[src/rtl/wb_write_arbiter_if.sv]
// Write-back port bundle: MEM/WB request, LU result handshake, regfile write
// outputs and decode pending-write queries.
interface wb_write_arbiter_if #(
    parameter int unsigned AW = 5,
    parameter int unsigned DW = 32
);
    logic          pipe_we;
    logic [AW-1:0] pipe_waddr;
    logic [DW-1:0] pipe_wdata;
    logic          lu_valid;
    logic          lu_ready;
    logic [AW-1:0] lu_waddr;
    logic [DW-1:0] lu_wdata;
    logic          stallreq;
    logic          we;
    logic [AW-1:0] waddr;
    logic [DW-1:0] wdata;
    logic [AW-1:0] qaddr1;
    logic [AW-1:0] qaddr2;
    logic          qbusy1;
    logic          qbusy2;

    modport master (
        output pipe_we, pipe_waddr, pipe_wdata, lu_valid, lu_waddr, lu_wdata, qaddr1, qaddr2,
        input  lu_ready, stallreq, we, waddr, wdata, qbusy1, qbusy2
    );

    modport slave (
        input  pipe_we, pipe_waddr, pipe_wdata, lu_valid, lu_waddr, lu_wdata, qaddr1, qaddr2,
        output lu_ready, stallreq, we, waddr, wdata, qbusy1, qbusy2
    );
endinterface

[src/rtl/wb_write_arbiter.sv]
// Single regfile write-port arbiter: in-order pipeline write-backs merged with
// queued long-latency results, with starvation stall and pending-write queries.
module wb_write_arbiter #(
    parameter int unsigned DEPTH      = 2,
    parameter int unsigned STARVE_MAX = 4,
    parameter int unsigned AW         = 5,
    parameter int unsigned DW         = 32
) (
    input logic              clk,
    input logic              rst,
    wb_write_arbiter_if.slave bus
);
    localparam int unsigned CW = $clog2(DEPTH + 1);
    localparam int unsigned SW = (STARVE_MAX > 0) ? $clog2(STARVE_MAX + 1) : 1;

    logic          vld_q  [DEPTH];
    logic          vld_d  [DEPTH];
    logic [AW-1:0] addr_q [DEPTH];
    logic [AW-1:0] addr_d [DEPTH];
    logic [DW-1:0] data_q [DEPTH];
    logic [DW-1:0] data_d [DEPTH];
    logic [CW-1:0] cnt_q, cnt_d, widx;
    logic [SW-1:0] starve_q, starve_d;
    logic          we_q, we_d;
    logic [AW-1:0] waddr_q, waddr_d;
    logic [DW-1:0] wdata_q, wdata_d;

    logic empty, full, stall, pipe_req, pipe_take, pop, push;

    assign empty     = (cnt_q == '0);
    assign full      = (cnt_q == CW'(DEPTH));
    assign stall     = (starve_q == SW'(STARVE_MAX)) && !empty;
    assign pipe_req  = bus.pipe_we && (bus.pipe_waddr != '0);
    assign pipe_take = pipe_req && !stall;
    assign pop       = !empty && (stall || !pipe_req);
    assign push      = bus.lu_valid && !full;

    always_comb begin
        vld_d    = vld_q;
        addr_d   = addr_q;
        data_d   = data_q;
        cnt_d    = cnt_q;
        starve_d = starve_q;
        we_d     = 1'b0;
        waddr_d  = waddr_q;
        wdata_d  = wdata_q;
        widx     = cnt_q;

        if (pipe_take) begin
            we_d    = 1'b1;
            waddr_d = bus.pipe_waddr;
            wdata_d = bus.pipe_wdata;
            // The pipe write is newer than anything queued for the same register.
            for (int unsigned i = 0; i < DEPTH; i++) begin
                if (addr_q[i] == bus.pipe_waddr) vld_d[i] = 1'b0;
            end
        end else if (pop) begin
            we_d = vld_q[0];
            if (vld_q[0]) begin
                waddr_d = addr_q[0];
                wdata_d = data_q[0];
            end
        end

        if (pop) begin
            for (int unsigned i = 0; i + 1 < DEPTH; i++) begin
                vld_d[i]  = vld_d[i+1];
                addr_d[i] = addr_d[i+1];
                data_d[i] = data_d[i+1];
            end
            vld_d[DEPTH-1] = 1'b0;
            widx = cnt_q - CW'(1);
        end

        // Enqueue lands after invalidation so a same-cycle LU result stays valid.
        if (push) begin
            for (int unsigned i = 0; i < DEPTH; i++) begin
                if (CW'(i) == widx) begin
                    vld_d[i]  = (bus.lu_waddr != '0);
                    addr_d[i] = bus.lu_waddr;
                    data_d[i] = bus.lu_wdata;
                end
            end
        end

        if (push && !pop)      cnt_d = cnt_q + CW'(1);
        else if (pop && !push) cnt_d = cnt_q - CW'(1);

        if (pop || empty)   starve_d = '0;
        else if (pipe_take) starve_d = starve_q + SW'(1);
    end

    always_ff @(posedge clk) begin
        if (rst) begin
            for (int unsigned i = 0; i < DEPTH; i++) begin
                vld_q[i]  <= 1'b0;
                addr_q[i] <= '0;
                data_q[i] <= '0;
            end
            cnt_q    <= '0;
            starve_q <= '0;
            we_q     <= 1'b0;
            waddr_q  <= '0;
            wdata_q  <= '0;
        end else begin
            vld_q    <= vld_d;
            addr_q   <= addr_d;
            data_q   <= data_d;
            cnt_q    <= cnt_d;
            starve_q <= starve_d;
            we_q     <= we_d;
            waddr_q  <= waddr_d;
            wdata_q  <= wdata_d;
        end
    end

    logic busy1, busy2;

    always_comb begin
        busy1 = 1'b0;
        busy2 = 1'b0;
        for (int unsigned i = 0; i < DEPTH; i++) begin
            if ((CW'(i) < cnt_q) && vld_q[i]) begin
                if (addr_q[i] == bus.qaddr1) busy1 = 1'b1;
                if (addr_q[i] == bus.qaddr2) busy2 = 1'b1;
            end
        end
    end

    assign bus.qbusy1   = busy1 && (bus.qaddr1 != '0);
    assign bus.qbusy2   = busy2 && (bus.qaddr2 != '0);
    assign bus.lu_ready = !full;
    assign bus.stallreq = stall;
    assign bus.we       = we_q;
    assign bus.waddr    = waddr_q;
    assign bus.wdata    = wdata_q;
endmodule

[src/flat_wrapper.sv]
// flat-port wrapper written by rule: the top's interface ports become plain ports
module wb_write_arbiter_flat 
#(
    parameter int unsigned DEPTH      = 2,
    parameter int unsigned STARVE_MAX = 4,
    parameter int unsigned AW         = 5,
    parameter int unsigned DW         = 32
)
  (clk, rst, bus_pipe_we, bus_pipe_waddr, bus_pipe_wdata, bus_lu_valid, bus_lu_waddr, bus_lu_wdata, bus_qaddr1, bus_qaddr2, bus_lu_ready, bus_stallreq, bus_we, bus_waddr, bus_wdata, bus_qbusy1, bus_qbusy2);
  wb_write_arbiter_if #(.AW(AW), .DW(DW)) bus_i ();
  input logic clk;
  input logic rst;
  input wire logic [$bits(bus_i.pipe_we)-1:0] bus_pipe_we;
  input wire logic [$bits(bus_i.pipe_waddr)-1:0] bus_pipe_waddr;
  input wire logic [$bits(bus_i.pipe_wdata)-1:0] bus_pipe_wdata;
  input wire logic [$bits(bus_i.lu_valid)-1:0] bus_lu_valid;
  input wire logic [$bits(bus_i.lu_waddr)-1:0] bus_lu_waddr;
  input wire logic [$bits(bus_i.lu_wdata)-1:0] bus_lu_wdata;
  input wire logic [$bits(bus_i.qaddr1)-1:0] bus_qaddr1;
  input wire logic [$bits(bus_i.qaddr2)-1:0] bus_qaddr2;
  output wire logic [$bits(bus_i.lu_ready)-1:0] bus_lu_ready;
  output wire logic [$bits(bus_i.stallreq)-1:0] bus_stallreq;
  output wire logic [$bits(bus_i.we)-1:0] bus_we;
  output wire logic [$bits(bus_i.waddr)-1:0] bus_waddr;
  output wire logic [$bits(bus_i.wdata)-1:0] bus_wdata;
  output wire logic [$bits(bus_i.qbusy1)-1:0] bus_qbusy1;
  output wire logic [$bits(bus_i.qbusy2)-1:0] bus_qbusy2;
  assign bus_i.pipe_we = bus_pipe_we;
  assign bus_i.pipe_waddr = bus_pipe_waddr;
  assign bus_i.pipe_wdata = bus_pipe_wdata;
  assign bus_i.lu_valid = bus_lu_valid;
  assign bus_i.lu_waddr = bus_lu_waddr;
  assign bus_i.lu_wdata = bus_lu_wdata;
  assign bus_i.qaddr1 = bus_qaddr1;
  assign bus_i.qaddr2 = bus_qaddr2;
  assign bus_lu_ready = bus_i.lu_ready;
  assign bus_stallreq = bus_i.stallreq;
  assign bus_we = bus_i.we;
  assign bus_waddr = bus_i.waddr;
  assign bus_wdata = bus_i.wdata;
  assign bus_qbusy1 = bus_i.qbusy1;
  assign bus_qbusy2 = bus_i.qbusy2;
  wb_write_arbiter #(.DEPTH(DEPTH), .STARVE_MAX(STARVE_MAX), .AW(AW), .DW(DW)) u_core (.clk(clk), .rst(rst), .bus(bus_i));
endmodule
[config.mk]
export PLATFORM = sky130hd
export DESIGN_NAME = wb_write_arbiter_flat
export DESIGN_NICKNAME = d
export VERILOG_FILES = /design/src/rtl/wb_write_arbiter_if.sv /design/src/rtl/wb_write_arbiter.sv /design/src/flat_wrapper.sv
export SDC_FILE = /design/constraint.sdc
export NUM_CORES = 1
export LEC_CHECK = 0
export ABC_AREA = 1
export CORE_MARGIN = 2
export CORE_UTILIZATION = 30
export CTS_CLUSTER_DIAMETER = 60
export DETAILED_ROUTE_END_ITERATION = 12
export PLACE_DENSITY = 0.49
export SKIP_CTS_REPAIR_TIMING = 1
export SYNTH_ARGS = -nofsm -noshare
export SYNTH_HDL_FRONTEND = slang
export SYNTH_SLANG_ARGS = --single-unit
[constraint.sdc]
create_clock -name clk -period 3.5 [get_ports clk]
set_input_delay 0.875 -clock clk [delete_from_list [all_inputs] [get_ports clk]]
set_output_delay 0.875 -clock clk [all_outputs]
set_load 0.02 [all_outputs]
Yosys cells after proc, flatten, opt, wreduce, memory -nomap -nowiden

Cells that the tools add are included.

Register bits: 119
Input port bits: 88
Output and inout port bits: 42
Logic and storage cells: 90

Add/subtract/negate cells: 3
$lt $le $gt $ge: 2
Equality and inequality tests: 9
Multiplexer cells: 34
Reduce and logical (&&, ||, !) cells: 31

Operators with widths:

| kind                | number |
|---|---|
| $mux 32             | 6 |
| $mux 64             | 1 |
| $eq 5x5->1          | 6 |
| $mux 5              | 6 |
| $reduce_bool 5->1   | 4 |
| $mux 1              | 14 |
| $mux 2              | 6 |
| $logic_and 1x1->1   | 11 |
| $mux 10             | 1 |
| $logic_not 1->1     | 6 |
| $reduce_bool 2->1   | 3 |
| $logic_not 2->1     | 2 |
| $lt 1x2->1 const A  | 2 |
| $reduce_and 2->1    | 2 |
| $add 3x1->3 const B | 1 |
| $eq 3x3->1 const B  | 1 |
| $add 2x1->2 const B | 1 |
| $eq 1x2->1 const A  | 1 |
| $eq 2x2->1 const B  | 1 |
| $logic_or 1x1->1    | 2 |
| $reduce_or 2->1     | 1 |
| $sub 2x1->2 const B | 1 |

Depth between registers and ports, before layout

Gate-level depths: netlist of run 1.

Depth in word-level cells: 9
Mapped depth: 15
Mapped depth without buffers: 13

Least setup slack after synthesis of run 1

No wires, ideal clock.

Path type: reg2out
From: register u_core.cnt_q[0]
To: output bus_qbusy1
Arrival time: 2003 ps
Data required time: 2625 ps
Setup slack: 622 ps
Cell stages (with the launch flop): 10
Buffers on the path: 2
Cells stage by stage: dfxtp_1 > inv_1 > ha_1 > inv_2 > nand2_1 > inv_1 > clkbuf_1 > clkbuf_1 > nand4_1 > a22oi_1

Longest elaborated chain between the ends: 6
Elaborated cells on any way between the ends: 8
Classes of those cells: order compare: 2; mux: 3; reduce/logical: 3

Ends and longest elaborated chain:

| what                   | line                    | text |
|---|---|---|
| start, declared        | wb_write_arbiter.sv:22  | `logic [CW-1:0] cnt_q, cnt_d, widx;` |
| start signal, assigned | wb_write_arbiter.sv:109 | `cnt_q <= cnt_d;` |
| $lt 1x2->1             | wb_write_arbiter.sv:123 | `if ((CW'(i) < cnt_q) && vld_q[i]) begin` |
| $logic_and 1x1->1      | wb_write_arbiter.sv:123 |  |
| $mux 1                 | wb_write_arbiter.sv:123 |  |
| $mux 1                 | wb_write_arbiter.sv:124 | `if (addr_q[i] == bus.qaddr1) busy1 = 1'b1;` |
| $mux 1 *               | wb_write_arbiter.sv:123 |  |
| $logic_and 1x1->1 *    | wb_write_arbiter.sv:130 | `assign bus.qbusy1 = busy1 && (bus.qaddr1 != '0);` |
| end, declared          | flat_wrapper.sv:26      | `output wire logic [$bits(bus_i.qbusy1)-1:0] bus_qbusy1;` |

Mark *: on every way between the ends. The rest lies on a longest branch, timed or not.

Worst setup path in the final report of run 1

From: input bus_qaddr2[3]
To: output bus_qbusy2

Longest elaborated chain between the ends: 6
Elaborated cells on any way between the ends: 8
Classes of those cells: eq/ne: 2; mux: 4; reduce/logical: 2

Ends and longest elaborated chain:

| what                | line                    | text |
|---|---|---|
| start, declared     | flat_wrapper.sv:20      | `input wire logic [$bits(bus_i.qaddr2)-1:0] bus_qaddr2;` |
| $eq 5x5->1          | wb_write_arbiter.sv:125 | `if (addr_q[i] == bus.qaddr2) busy2 = 1'b1;` |
| $mux 1              | wb_write_arbiter.sv:125 |  |
| $mux 1              | wb_write_arbiter.sv:123 |  |
| $mux 1              | wb_write_arbiter.sv:125 |  |
| $mux 1              | wb_write_arbiter.sv:123 |  |
| $logic_and 1x1->1 * | wb_write_arbiter.sv:131 | `assign bus.qbusy2 = busy2 && (bus.qaddr2 != '0);` |
| end, declared       | flat_wrapper.sv:27      | `output wire logic [$bits(bus_i.qbusy2)-1:0] bus_qbusy2;` |

Marks and branches as above.

==> flow_summary_export.csv, run 1 <==
group,metric,value,unit
status,status,"finished, final reports clean",
timing,fin_skew,0.0111,ns
clock_network,clk_pin_slew_worst_paths,0.06,ns
critical_path,slowest_delay,0.47,ns
critical_path,critPathLaunchType,"input pin",
global_route,antenna_found_initial,0,
place,gp_congestion,0.798,
drt,first_pass_iters,4,
timing,rsz0062_at_grt,"no",
critical_path,critical_path_buf_inv_count,2,
floorplan,initial_core_util,30.3,%
synth,netlist-cell-type-count,31,
timing,fmax,0.318,GHz
critical_path,critPathCaptureType,"primary output",
timing,setup_violations,0,
critical_path,path_max_fanout,4,
timing,post-route-period-util,89.9,%
place,io_buffers,129,
power,power_density,769,nW/um^2
synth,netlist_area,6100,um^2
drt,wl_per_cell,13.9,um
clock_network,ctsLongestPathBuffers,2,
drt,drt-total-wl,18100,um
critical_path,r2r_slack,0.99,ns
clock_network,htreeDepth,4,
power,ir_worst_vdd,410,uV
hold_path,min_to,"u_core.starve_q[0]",
clock_network,cts-root-buf,"clkbuf_16",
timing,hold_viol_final,0,
hold_path,hold_path_depth,1,
critical_path,reg2regPathDepth,12,
drt,drt_iter0_drc,313,
floorplan,die_h,147,um
floorplan,ios,130,
timing,report.final.slew_viol_count,0,
global_route,grt_max_degree,57,
floorplan,rows,52,
synth,ys_seq_area_share,39.1,%
final_layout,fin_nets,1112,
global_route,grt_pass1_vias,5595,
global_route,grt_pass1_wl,29400,um
critical_path,cpMaxStageDelayCell,"clkdlybuf4s50_1",
timing,whs,0.455,ns
synth,syn_avg_cell_area,6.63,um^2
drt,ant_nets,0,
power,leakage,3.54,nW
drt,viasPerCell,4.58,
clock_network,clk_latency,0.42,ns
global_route,grt_usage,17.3,%
floorplan,design.die.area,21500,um^2
critical_path,cp.depth,6,
drt,vias,5962,
critical_path,critPathRequiredTime,2.62,ns
timing,tightest_slew,0.601,ns
floorplan,die_w,147,um
critical_path,criticalPathCategory,"input pin to primary output",
flow_run,drv_cap,0,
power,total_power,6.30,mW
final_layout,drive_gt1_share,6.01,%
final_layout,n_antenna_cell,0,
hold_path,hp-start,"u_core.starve_q[0]",
final_layout,area_delta_synth_final,34.2,%
critical_path,rr_endpoint,"u_core.vld_q[1]",
synth,synthesis.instances,920,
synth,yosysWarnings,0,
clock_network,cts-buffers-inserted,17,
synth,ys_ff_latch,119,
synth,syn-num-nets,1014,
clock_network,cts_tree,"built",
hold_path,hp-class,"flop to flop",
floorplan,core-area,20100,um^2
clock_network,cts.sinks,119,
timing,max-slew-margin-rel,59.9,%
critical_path,cp_top_family,"buffers and inverters",
timing,fin_crit,3.15,ns
drt,drc_errors,0,
critical_path,path_cells,"clkdlybuf4s50_1 > xor2_1 > nor3b_1 > nand4_1 > a21oi_1 > dlymetal6s2s_1",
place,hpwl,11500,um
critical_path,reg2reg_from,"u_core.cnt_q[0]",
global_route,grt_overflow,0,
critical_path,cp.arrival,2.27,ns
==> worst register-to-register path, stage by stage (launching register included) <==
cell	delay (ns)
dfxtp_1	0.41
inv_1	0.12
ha_1	0.28
inv_2	0.08
buf_4	0.45
nand2_4	0.23
nand2_2	0.13
nand3_4	0.08
buf_4	0.27
nor2_1	0.18
nand2_1	0.06
nand2_1	0.06
nor2_1	0.04
==> state kept, by name (all words and copies together), names as in the netlist <==
register and count:
u_core.data_q 64, u_core.starve_q 3, u_core.cnt_q 2, u_core.bus.we 1, u_core.bus.wdata 32, u_core.bus.waddr 5
u_core.vld_q 2, u_core.addr_q 10
==> area by class of cell <==
type,instances,area (um^2)
clock buffer,24,482
clock inverter,8,120
fill,2151,11900
inverter,61,229
multi-input combinational,670,3170
sequential,119,2380
tap,270,338
timing repair buffer,149,1470
==> power by group <==
part	total, mW	leakage [nW]	switching, mW	internal, mW
sequential	2.02	0.977	0.280	1.74
combinational	2.47	2.27	1.53	0.944
clock	1.81	0.290	0.638	1.17
==> cell usage after synthesis <==
cell type	instances	area share, %
nand2_4	2	0.37
a211oi_1	1	0.12
nor3b_1	1	0.12
nor2_1	133	8.2
nand2_1	283	17
nor4_1	2	0.21
buf_1	3	0.18
inv_2	3	0.18
nand4_1	5	0.51
ha_1	6	1.2
nor2_2	2	0.21
buf_4	8	0.98
inv_1	58	3.6
a22oi_1	1	0.12
o21ai_0	3	0.25
dfxtp_1	119	39
nor2_4	1	0.18
nand2_2	1	0.10
clkbuf_1	36	2.2
nor3_1	40	3.3
o21bai_1	37	4.6
a31oi_1	36	3.7
xnor2_1	9	1.3
buf_6	1	0.18
a21oi_1	9	0.74
nand3_1	79	6.5
o22ai_1	2	0.21
xor2_1	15	2.2
nand3_4	1	0.29
or2_2	1	0.10
buf_2	22	1.8
==> how the worst max path moves through the flow <==
stage,from,end
after floorplan,u_core.cnt_q[0],bus_qbusy1
after global placement,bus_qaddr2[3],bus_qbusy2
after detailed placement,bus_qaddr1[3],bus_qbusy1
after CTS,bus_qaddr2[3],bus_qbusy2
after global routing,bus_qaddr2[3],bus_qbusy2
final,bus_qaddr2[3],bus_qbusy2
==> cells by family after synthesis <==
logic type      synth area share [%]
xor+xnor                        3.45
flops                           39.1
fa+ha+maj                       1.23
buf+inv                         9.13
compound gates                  9.68
simple gates                    37.5
==> metrics by stage <==
stage	TNS, ns	instance area [um^2]	util, %	instances	setup slack (ns)
CTS	-0.0130	8180	40.7	1301	-0.0112
finish	0	8190	40.7	1301	0.353
detailed placement	-0.00182	7580	37.7	1269	-0.00182
floorplan	0	6100	-	920	0.622
global placement	-0.0258	7580	37.7	1269	-0.0258
global route	0	8190	40.7	1301	0.243
==> cells in the final DEF, fill, tap and decap left out, drive strengths merged, types with 3 or more instances in the layout <==
cell,count
o21ai,3
dfxtp,119
bufinv,3
a21oi,9
nand2,286
nand3,80
a31oi,36
ha,6
nor2,136
nand4,5
xor2,15
clkdlybuf4s50,126
xnor2,9
nor3,40
clkinv,3
buf,21
o21bai,37
inv,61
clkbuf,24
==> metal layers <==
| metal | vias up | GRT usage (%) | part of all wire (%) |
|---|---|---|---|
| li1 | 3136 | - | - |
| met1 | 2672 | 22.3 | 47 |
| met2 | 133 | 28.2 | 46 |
| met3 | 21 | 4.53 | 5.2 |
| met4 | 0 | 5.73 | 1.4 |
| met5 | - | 0 | 0 |
(Power assumes the default switching activity.)
==> inputs of run 2 (changes only) <==
Settings changed: CAP_MARGIN set to 25, CTS_CLUSTER_DIAMETER 60 to unset.
==> results of run 2 <==
No change in the layout: final DEF, timing and power equal those of run 1.
==> inputs of run 3 (changes only) <==
Settings changed: CORE_MARGIN 2 to unset, SKIP_LAST_GASP set to 1.
==> run 3 against run 2 <==
  * First-iteration DRC count is 29% lower
  * Clock power grew 5%
  * Clock skew fell by 0.0070 ns
  * Total power increased by 1.3%
  * Register-to-register slack worse by 0.31 ns
  * Cell count decreased by 0.61%
  * Die area shrank 2.7%
  * Sequential cell count did not move
  * Sequential share of layout area fell by 0.15 points
  * Critical path type unchanged
  * Largest power group unchanged
==> flow_summary_export.csv, run 3 (synthesized netlist as in run 1, its figures left out) <==
group,metric,value,unit
status,status,"finished, final reports clean",
place,dp.cells,1262,
final_layout,final_cell_mix,"282 x nand2_1, 132 x nor2_1, 126 x clkdlybuf4s50_1",
clock_network,cts_tree,"built",
clock_network,cts-root-buf,"clkbuf_16",
clock_network,ctsLongestPathBuffers,2,
critical_path,path_max_fanout,4,
power,leakage,3.56,nW
final_layout,fillers,2102,
place,io_buffers,129,
hold_path,hp-class,"flop to flop",
critical_path,criticalPathCategory,"input pin to primary output",
global_route,grt_max_degree,76,
final_layout,layout_commonest_cell,"nand2_1",
critical_path,critical_path_buf_inv_count,2,
drt,first_pass_iters,8,
drt,drt-total-wl,18400,um
final_layout,largest_reg_flops,64,
floorplan,ios,130,
floorplan,initial_core_util,30.9,%
place,gp_congestion,0.790,
floorplan,die_h,145,um
timing,fmax,0.319,GHz
timing,hold_viol_final,0,
critical_path,critPathRequiredTime,2.62,ns
floorplan,design.die.area,20900,um^2
global_route,grt_overflow,0,
timing,setup_violations,0,
final_layout,fin_nets,1110,
floorplan,core-area,19700,um^2
timing,max-slew-margin-rel,44.1,%
clock_network,htreeDepth,4,
floorplan,die_w,145,um
critical_path,cp_top_family,"buffers and inverters",
timing,fin_skew,0.00417,ns
power,power_density,776,nW/um^2
drt,ant_nets,0,
power,ir_worst_vdd,325,uV
final_layout,top_register,"u_core.data_q",
timing,rsz0062_at_grt,"no",
timing,tightest_slew,0.839,ns
critical_path,critPathCaptureType,"primary output",
flow_run,drv_cap,0,
critical_path,critPathLaunchType,"input pin",
global_route,grt_usage,18.4,%
drt,drc_errors,0,
global_route,antenna_found_initial,0,
floorplan,rows,51,
clock_network,clk_latency,0.41,ns
power,total_power,6.38,mW
drt,vias,5907,
timing,fin_crit,3.14,ns
final_layout,n_antenna_cell,0,
final_layout,area_delta_synth_final,34.9,%
critical_path,cp.arrival,2.26,ns
clock_network,cts.sinks,119,
timing,post-route-period-util,89.7,%
drt,drt_iter0_drc,222,
timing,report.final.slew_viol_count,0,
final_layout,finalNonFillerCells,1293,
critical_path,path_cells,"clkdlybuf4s50_1 > xor2_1 > nor3b_1 > nand4_1 > a21oi_1 > dlymetal6s2s_1",
global_route,grt_pass1_vias,5599,
final_layout,drive_gt1_share,6.03,%
global_route,grt_pass1_wl,29600,um
drt,viasPerCell,4.57,
critical_path,slowest_delay,0.47,ns
place,hpwl,11200,um
clock_network,clk_pin_slew_worst_paths,0.05,ns
drt,wl_per_cell,14.2,um
clock_network,cts-buffers-inserted,17,
critical_path,cpMaxStageDelayCell,"clkdlybuf4s50_1",
-- run 3: power by group --
part / leakage (nW) / total (mW) / internal (mW) / switching (mW)
clock: 0.315 / 1.90 / 1.28 / 0.619
combinational: 2.27 / 2.47 / 0.935 / 1.54
sequential: 0.977 / 2.01 / 1.74 / 0.275
total: 3.56 / 6.38 / 3.95 / 2.43
-- run 3: worst paths after layout --
| path | startpoint | to | cells after the start | slack [ns] |
|---|---|---|---|---|
| worst min register to register | u_core.starve_q[0] | u_core.starve_q[0] | 1 | 0.45 |
| worst max-delay path | bus_qaddr2[3] | bus_qbusy2 | 6 | 0.36 |
| worst min-delay path | u_core.starve_q[0] | u_core.starve_q[0] | 1 | 0.45 |
| worst max register to register | u_core.cnt_q[0] | u_core.vld_q[1] | 11 | 0.68 |
-- run 3: final cells by class --
cell class | instances | area (um^2) | share of cell area, %
clock buffers | 23 | 498 | 6.05
repair buffers | 147 | 1480 | 17.9
inverters | 61 | 229 | 2.78
multi-input cells | 670 | 3170 | 38.5
clock inverters | 8 | 143 | 1.73
flip-flops and latches | 119 | 2380 | 28.9
well taps | 265 | 332 | 4.03
-- run 3: layer usage --
layer / track usage [%] / share of wire [%] / vias to the layer above
li1: - / - / 3117
met4: 4.43 / 0.68 / 0
met5: 0 / 0 / -
met1: 23.8 / 47 / 2656
met2: 30.8 / 47 / 126
met3: 4.11 / 4.5 / 8
-- run 3: metrics by stage --
| stage | setup slack [ns] | TNS (ns) | util, % | hold slack, ns | instance area [um^2] |
|---|---|---|---|---|---|
| global route | 0.293 | 0 | 41.7 | 0.487 | 8230 |
| CTS | -0.0275 | -0.0275 | 41.7 | 0.454 | 8230 |
| floorplan | 0.622 | 0 | - | 0.417 | 6100 |
| finish | 0.362 | 0 | 41.7 | 0.453 | 8230 |
| global placement | -0.00688 | -0.00688 | 38.5 | 0.433 | 7580 |
| detailed placement | -0.00732 | -0.00732 | 38.5 | 0.446 | 7580 |
